`src/rtl/vdg_cell_shifter.sv`:
```
// Character-cell pixel generator: resolves one display byte per cell (alpha glyph row or SG4 block)
// and serialises it into 9-bit RGB pixels at a programmable pixel rate.
module vdg_cell_shifter #(
   parameter int CELL_WIDTH = 8,
   parameter int CELL_ROWS  = 12,
   parameter int GLYPH_TOP  = 3,
   parameter int GLYPH_ROWS = 7,
   parameter int DIV_W      = 2
) (
   input  logic                          clk,
   input  logic                          reset_n,
   input  logic                          load,
   input  logic [7:0]                    code,
   input  logic [$clog2(CELL_ROWS)-1:0]  row,
   input  logic                          css,
   input  logic                          blank,
   input  logic [DIV_W-1:0]              divider,
   output logic [5:0]                    rom_index,
   output logic [$clog2(GLYPH_ROWS)-1:0] rom_row,
   input  logic [CELL_WIDTH-1:0]         rom_data,
   output logic [8:0]                    rgb,
   output logic                          cell_done
);

   localparam int ROW_W  = $clog2(CELL_ROWS);
   localparam int GROW_W = $clog2(GLYPH_ROWS);
   localparam int PIX_W  = $clog2(CELL_WIDTH);
   localparam int HALF   = CELL_WIDTH / 2;

   localparam logic [ROW_W:0]   L_GTOP   = (ROW_W+1)'(GLYPH_TOP);
   localparam logic [ROW_W:0]   L_GEND   = (ROW_W+1)'(GLYPH_TOP + GLYPH_ROWS);
   localparam logic [ROW_W:0]   L_ROWS   = (ROW_W+1)'(CELL_ROWS);
   localparam logic [ROW_W:0]   L_HALF   = (ROW_W+1)'(CELL_ROWS / 2);
   localparam logic [ROW_W-1:0] L_GTOP_S = ROW_W'(GLYPH_TOP);
   localparam logic [PIX_W-1:0] L_LAST   = PIX_W'(CELL_WIDTH - 1);
   localparam logic [PIX_W-1:0] L_PENULT = PIX_W'(CELL_WIDTH - 2);

   // stage 1: sampled cell attributes
   logic                 r_s1_valid;
   logic [7:0]           r_code;
   logic [ROW_W-1:0]     r_row;
   logic                 r_css;
   logic                 r_blank;
   logic [DIV_W-1:0]     r_div;

   // stage 2: running cell
   logic [CELL_WIDTH-2:0] r_shift;
   logic [8:0]            r_fg;
   logic [8:0]            r_bg;
   logic [8:0]            r_rgb;
   logic [DIV_W-1:0]      r_cell_div;
   logic [DIV_W-1:0]      r_div_cnt;
   logic [PIX_W-1:0]      r_pix_cnt;
   logic                  r_active;
   logic                  r_done;

   logic [ROW_W:0]        w_row_ext;
   logic                  w_glyph_line;
   logic                  w_upper;
   logic                  w_sg_left;
   logic                  w_sg_right;
   logic [CELL_WIDTH-1:0] w_sg_pat;
   logic [CELL_WIDTH-1:0] w_inv_mask;
   logic [CELL_WIDTH-1:0] w_pattern;
   logic [8:0]            w_fg;
   logic [8:0]            w_bg;
   logic [8:0]            w_first_rgb;

   assign w_row_ext    = {1'b0, r_row};
   assign w_glyph_line = (w_row_ext >= L_GTOP) && (w_row_ext < L_GEND) && (w_row_ext < L_ROWS);
   assign w_upper      = (w_row_ext < L_HALF);

   assign rom_index = r_code[5:0];
   assign rom_row   = w_glyph_line ? GROW_W'(r_row - L_GTOP_S) : '0;

   assign w_sg_left  = w_upper ? r_code[3] : r_code[1];
   assign w_sg_right = w_upper ? r_code[2] : r_code[0];

   genvar gi;
   generate
      for (gi = 0; gi < CELL_WIDTH; gi++) begin : g_sg_pix
         if (gi >= HALF) begin : g_left
            assign w_sg_pat[gi] = w_sg_left;
         end else begin : g_right
            assign w_sg_pat[gi] = w_sg_right;
         end
      end
   endgenerate

   assign w_inv_mask = {CELL_WIDTH{r_code[6]}};
   assign w_pattern  = r_code[7]    ? w_sg_pat :
                       w_glyph_line ? (rom_data ^ w_inv_mask) : w_inv_mask;

   always_comb begin
      w_fg = 9'b000_111_000;
      w_bg = 9'b000_010_000;
      if (r_code[7]) begin
         w_bg = 9'b000_000_000;
         case (r_code[6:4])
            3'd0:    w_fg = 9'b000_111_000;
            3'd1:    w_fg = 9'b111_111_000;
            3'd2:    w_fg = 9'b000_000_111;
            3'd3:    w_fg = 9'b111_000_000;
            3'd4:    w_fg = 9'b111_111_111;
            3'd5:    w_fg = 9'b000_111_111;
            3'd6:    w_fg = 9'b111_000_111;
            default: w_fg = 9'b111_100_000;
         endcase
      end else if (r_css) begin
         w_fg = 9'b111_100_000;
         w_bg = 9'b010_001_000;
      end
   end

   assign w_first_rgb = r_blank ? 9'd0 : (w_pattern[CELL_WIDTH-1] ? w_fg : w_bg);

   // A pending stage-2 load always wins over the running cell, which drops any cell_done it still owed.
   always_ff @(posedge clk) begin
      if (!reset_n) begin
         r_s1_valid <= 1'b0;
         r_code     <= '0;
         r_row      <= '0;
         r_css      <= 1'b0;
         r_blank    <= 1'b0;
         r_div      <= '0;
         r_shift    <= '0;
         r_fg       <= '0;
         r_bg       <= '0;
         r_rgb      <= '0;
         r_cell_div <= '0;
         r_div_cnt  <= '0;
         r_pix_cnt  <= '0;
         r_active   <= 1'b0;
         r_done     <= 1'b0;
      end else begin
         r_s1_valid <= load;
         if (load) begin
            r_code  <= code;
            r_row   <= row;
            r_css   <= css;
            r_blank <= blank;
            r_div   <= divider;
         end

         r_done <= 1'b0;
         if (r_s1_valid) begin
            r_shift    <= w_pattern[CELL_WIDTH-2:0];
            r_fg       <= r_blank ? 9'd0 : w_fg;
            r_bg       <= r_blank ? 9'd0 : w_bg;
            r_rgb      <= w_first_rgb;
            r_cell_div <= r_div;
            r_div_cnt  <= '0;
            r_pix_cnt  <= '0;
            r_active   <= 1'b1;
         end else if (r_active) begin
            if (r_div_cnt == r_cell_div) begin
               r_div_cnt <= '0;
               if (r_pix_cnt == L_LAST) begin
                  r_active <= 1'b0;
                  r_rgb    <= r_bg;
               end else begin
                  r_pix_cnt <= r_pix_cnt + 1'b1;
                  r_shift   <= {r_shift[CELL_WIDTH-3:0], 1'b0};
                  r_rgb     <= r_shift[CELL_WIDTH-2] ? r_fg : r_bg;
                  if (r_pix_cnt == L_PENULT) begin
                     r_done <= 1'b1;
                  end
               end
            end else begin
               r_div_cnt <= r_div_cnt + 1'b1;
            end
         end
      end
   end

   assign rgb       = r_rgb;
   assign cell_done = r_done;

endmodule

```
`config.mk`:
```
export PLATFORM = sky130hd
export DESIGN_NAME = vdg_cell_shifter
export DESIGN_NICKNAME = d
export VERILOG_FILES = /design/src/rtl/vdg_cell_shifter.sv
export SDC_FILE = /design/constraint.sdc
export NUM_CORES = 1
export LEC_CHECK = 0
export BUFFER_PORTS_ARGS = -buffer_cell sky130_fd_sc_hd__buf_2
export CAP_MARGIN = 15
export CORE_MARGIN = 1.5
export CORE_UTILIZATION = 30
export DETAILED_ROUTE_END_ITERATION = 12
export PLACE_DENSITY = 0.47
export SLEW_MARGIN = 15
export SYNTH_ARGS = -nofsm -noshare
export SYNTH_HDL_FRONTEND = slang
export SYNTH_SLANG_ARGS = --single-unit
```
`constraint.sdc`:
```
create_clock -name clk -period 2.47 [get_ports clk]
set_input_delay 0.3705 -clock clk [delete_from_list [all_inputs] [get_ports clk]]
set_output_delay 0.3705 -clock clk [all_outputs]
set_load 0.05 [all_outputs]
```
# [Word-level counts from Yosys, hierarchy flattened]
# Cells that the tools add are included.
[classes] add_sub_neg=3 multipliers=0 div_mod_pow=0 n_lt_le_gt_ge=4 eq_ne=10 shift=0 mux=29 bitwise_logic=5 reduce_logical=10
[op_table] op="9-bit two-way mux" n=11
[op_table] op="9-bit one-hot mux with 7 select lines" n=1
[op_table] op="8-bit two-way mux" n=4
[op_table] op="7-bit two-way mux" n=4
[op_table] op="3-bit equality test, second input constant" n=5
[op_table] op="4-bit < comparator, second input constant" n=2
[op_table] op="8-bit bitwise XOR" n=1
[op_table] op="1-bit two-way mux" n=7
[op_table] op="3-bit by 2-bit equality test with 1-bit output, second input constant" n=2
[op_table] op="3-bit AND reduction" n=2
[op_table] op="5-bit OR reduction" n=1
[op_table] op="4-bit by 2-bit >= comparator with 1-bit output, second input constant" n=1
[op_table] op="4-bit by 3-bit < comparator with 1-bit output, second input constant" n=1
[op_table] op="1-bit inverter" n=4
[op_table] op="2-bit nonzero test" n=2
[op_table] op="3-bit by 1-bit adder with 3-bit output, second input constant" n=1
[op_table] op="3-bit by 1-bit equality test with 1-bit output, second input constant" n=1
[op_table] op="3-bit logical NOT" n=1
[op_table] op="3-bit two-way mux" n=1
[op_table] op="3-bit by 2-bit subtractor with 3-bit output, second input constant" n=1
[op_table] op="2-bit by 1-bit adder with 2-bit output, second input constant" n=1
[op_table] op="2-bit equality test" n=1
[op_table] op="1-bit logical AND" n=2
[op_table] op="2-bit two-way mux" n=1
[op_table] op="3 further kinds" n=3
[word_totals] regBits=60 latchBits=0 ram_bits=0 mem_bits_ro=0 input_bits=27 output_inout_bits=19 elab_cells=76 mem_count=0

# [Depth between registers and ports, before layout]
[depth] depth_word=8 depth_mapped=7 depth_no_buf=7

# [Worst setup path before layout]
# No wires, ideal clock.
[synth_path] path_type="register to register" from="reg r_pix_cnt[0]" to="reg r_shift[3]" setup_time_ns=0.136 arrival_ns=1.805 t_required_ns=2.334 path_slack_ns=0.530 stages_incl_launch_ff=8 n_path_buf=1 synth_period_minus_slack_ns=1.940 cell_sequence="dfxtp_1 -> ha_1 -> ha_1 -> or4_4 -> buf_6 -> mux2_4 -> o21ai_1 -> a21oi_1"
[synth_via] elab_chain_cells=3
[synth_rtl] element="start: declaration" line="53" source="logic [PIX_W-1:0] r_pix_cnt;"
[synth_rtl] element="start signal: assignment" line="162" source="r_pix_cnt <= r_pix_cnt + 1'b1;"
[synth_rtl] element="3-bit equality test" line="158" source="if (r_pix_cnt == L_LAST) begin"
[synth_rtl] element="2-bit != test (no line)"
[synth_rtl] element="3-bit AND reduction (no line)"
[synth_rtl] element="end signal: assignment" line="147" source="r_shift <= w_pattern[CELL_WIDTH-2:0];"
[synth_rtl] element="end signal: assignment" line="163" source="r_shift <= {r_shift[CELL_WIDTH-3:0], 1'b0};"
[synth_rtl] element="end: declaration" line="47" source="logic [CELL_WIDTH-2:0] r_shift;"
# Every way passes these cells.
# A chain may end at the register's enable or synchronous reset.

# [Worst setup path after layout]
[layout_path] from="reg r_row[1]" to="out rom_row[1]"
[layout_via] elab_chain_cells=4 elab_cells_between_ends=7 cone_classes="add/sub: 1; order compare: 3; mux: 1; reduce/logical: 2"
[layout_rtl] element="start: declaration" line="41" source="logic [ROW_W-1:0] r_row;"
[layout_rtl] element="start signal: assignment" line="139" source="r_row <= row;"
[layout_rtl] element="4-bit by 2-bit >= comparator with 1-bit output or 4-bit < comparator (tied branches)" line="70" source="assign w_glyph_line = (w_row_ext >= L_GTOP) && (w_row_ext < L_GEND) && (w_row_ext < L_ROWS);"
[layout_rtl] element="1-bit logical AND (2 in series)" line="70"
[layout_rtl] element="3-bit two-way mux (*)" line="74" source="assign rom_row = w_glyph_line ? GROW_W'(r_row - L_GTOP_S) : '0;"
[layout_rtl] element="end: declaration" line="19" source="output logic [$clog2(GLYPH_ROWS)-1:0] rom_row,"
# Every way passes the cells marked *; elsewhere a longest branch is shown, timed or not.

==> impl_metrics.csv <==
group,metric,value,unit
floorplan,placementRows,31,
synthesis,synth_seq_area_share,0.393,
floorplan,core,7330,um2
detailed_routing,via_count,1831,
place,dp_hpwl,3910,um
cells_and_area,final_util,0.359,
cells_and_area,num_antenna_cells,0,
detailed_routing,drt_iter0_drc,32,
power_and_ir_drop,p_leak,1.17,nW
clock_network,cts_setup_buffers,0,
global_route,grt_pass1_wl,8740,um
sta,fin_hold_ws,0.304,ns
clock_network,clock_latency,0.29,ns
global_route,grt_max_degree,20,
clock_network,numCtsBuffers,5,
detailed_routing,dr.pass1.iters,4,
power_and_ir_drop,pwr-share-seq,0.496,
sta,setup-tns-final,0,ns
clock_network,cts_hold_buf,0,
clock_network,cts.path.max_buffers,2,
power_and_ir_drop,power_switching,0.496,mW
clock_network,post_cts_resized,0,
synthesis,ys_dominant_reg_cell,"dfxtp_1",
synthesis,synth_edf_count,0,
place,portBuffers,45,
clock_network,path_clk_slew,0.08,ns
floorplan,initial_core_util,0.313,
global_route,grt_overflow,0,
power_and_ir_drop,p_clk_frac,0.285,
sta,slew_headroom,0.465,
sta,max_clock_freq,463,MHz
global_route,grt_use_total,0.134,
clock_network,cts.sinks,45,
min_path,hp-class,"in2reg",
cells_and_area,synthToLayoutAreaGrowth,14.7,%
setup_path,arrival,1.79,ns
setup_path,cp-start-kind,"flop",
synthesis,yosys_warnings,0,
floorplan,fp.dieArea,8170,um2
detailed_routing,drcViolationCount,0,
outcome,status,"finished, final reports clean",
setup_path,r2r_slack,0.43,ns
setup_path,required,2.10,ns
cells_and_area,drive_gt1_frac,0.248,
sta,slew_violations,0,
clock_network,cts_htree_levels,2,
power_and_ir_drop,combPwrFrac,0.219,
job,maxCapViolations,0,
floorplan,die_y,90.4,um
sta,fin_crit_sh,0.874,
clock_network,cts_tree,"done",
place,gp_congestion,0.736,
synthesis,syn_inst,254,
sta,fin_crit,2.16,ns
power_and_ir_drop,power_density,614,nW/um2
detailed_routing,postRouteAntennaNets,0,
power_and_ir_drop,switching_share,0.307,
synthesis,synth_cell_types,54,
global_route,grt_pass1_vias,1761,
power_and_ir_drop,p_int,1.12,mW
synthesis,syn-num-nets,285,
floorplan,die_x,90.4,um
cells_and_area,nNetsFinal,321,
detailed_routing,wl_per_cell,13.5,um
synthesis,syn_area,2290,um2
sta,fin_worst_skew,0.00311,ns
sta,hold_violations,0,
setup_path,end_kind,"primary output",
power_and_ir_drop,ir_worst_vdd,0.191,mV
synthesis,async_flop_share,0,
global_route,antenna_found_initial,0,
setup_path,worst-setup-path-type,"reg2out",
floorplan,ioPinCount,46,
sta,rsz0062_at_grt,"no",
sta,tightestPinTransition,0.797,ns
detailed_routing,via_per_inst,4.71,
synthesis,synth-seq-cells,45,
setup_path,cp_max_fo,9,
clock_network,root_buffer,"clkbuf_8",
synthesis,avgSynthCellArea,9.02,um2
sta,setup_viol,0,
detailed_routing,routed_wl,5250,um
cells by family after synthesis:
logic type | count (synthesis) | share of synthesized area
flip-flops | 45 | 0.393
XOR/XNOR | 11 | 0.0420
AND/OR/NAND/NOR | 86 | 0.181
AO/OA/AOI/OAI | 52 | 0.161
adder cells (fa/ha/maj) | 4 | 0.0218
buffers and inverters | 27 | 0.0704
multiplexers | 29 | 0.130
power groups by stage:
stage / Combinational, mW / Sequential, mW / Clock [mW]
CTS: 0.358 / 0.802 / 0.480
detailed placement: 0.356 / 0.819 / 0
global placement: 0.357 / 0.819 / 0
floorplan: 0.262 / 0.838 / 0
global route: 0.387 / 0.809 / 0.519
finish: 0.354 / 0.801 / 0.460
worst paths after layout:
check,start,end,cells past startpoint
setup / recovery,r_row[1],rom_row[1],4
hold / removal,code[5],r_code[5],3
setup reg to reg,r_row[1],rgb[5],6
hold reg to reg,r_pix_cnt[2],cell_done,2
through the flow:
step	cells	instance area (um2)	setup WS (ns)	power [mW]
2_1_floorplan	254	2290	0.530	1.10
3_3_place_gp	382	2540	0.477	1.18
4_1_cts	389	2630	0.291	1.64
6_report	389	2630	0.310	1.62
3_5_place_dp	382	2540	0.446	1.18
5_1_grt	389	2630	0.225	1.71
worst max-delay path, cell delays in order (launching register included):
cell	delay, ns
dfxtp_1	0.35
ha_1	0.20
or3_1	0.47
and3_2	0.26
buf_2	0.20
final cells by class:
class	count	area, um2
clock buffer	7	86.3
fill	786	4700
inverter	5	18.8
multi-input combinational	182	1230
sequential	45	901
tap	99	124
timing repair buffer	51	270
layer usage:
metal	vias to the layer above	share of wire	GRT usage
met2	43	0.44	0.208
met5	-	0	0
met4	0	0.012	0.0357
li1	956	-	-
met3	5	0.046	0.0303
met1	827	0.50	0.187
cell usage after synthesis (2+ instances only):
cell      number  area (um2)
a21o_1         3        22.5
a21oi_1       15        75.1
a221oi_1       4        35.0
and2_1         2        12.5
buf_1          2        7.51
buf_2          3        15.0
buf_4         11        82.6
buf_6          2        22.5
clkbuf_1       4        15.0
dfxtp_1       45         901
ha_1           4        50.1
inv_1          4        15.0
mux2_2         3        33.8
mux2i_1       25         250
nand2_1       19        71.3
nand2b_1       2        12.5
nand3_1        4        20.0
nor2_1        41         154
nor2b_1        4        25.0
nor3_1         3        15.0
o21ai_0        7        35.0
o21ai_1        3        15.0
o21bai_1       4        30.0
xnor2_1        8        70.1
xor2_1         3        26.3
flip-flops by register name, indices dropped and copies added (netlist names), 2 cells and up:
signal,count
r_bg,2
r_cell_div,2
r_code,8
r_div,2
r_div_cnt,2
r_fg,4
r_pix_cnt,3
r_row,4
r_shift,7
rgb,6
cell usage in the layout (no fill, tap or decap), types with 4 or more instances in the layout:
master / n
a21oi_1: 15
a221oi_1: 4
buf_2: 45
buf_4: 6
clkbuf_8: 6
dfxtp_1: 45
ha_1: 4
inv_1: 4
mux2i_1: 25
nand2_1: 19
nand3_1: 4
nor2_1: 41
nor2b_1: 4
o21ai_0: 7
o21bai_1: 4
xnor2_1: 8
(Power assumes the default switching activity.)
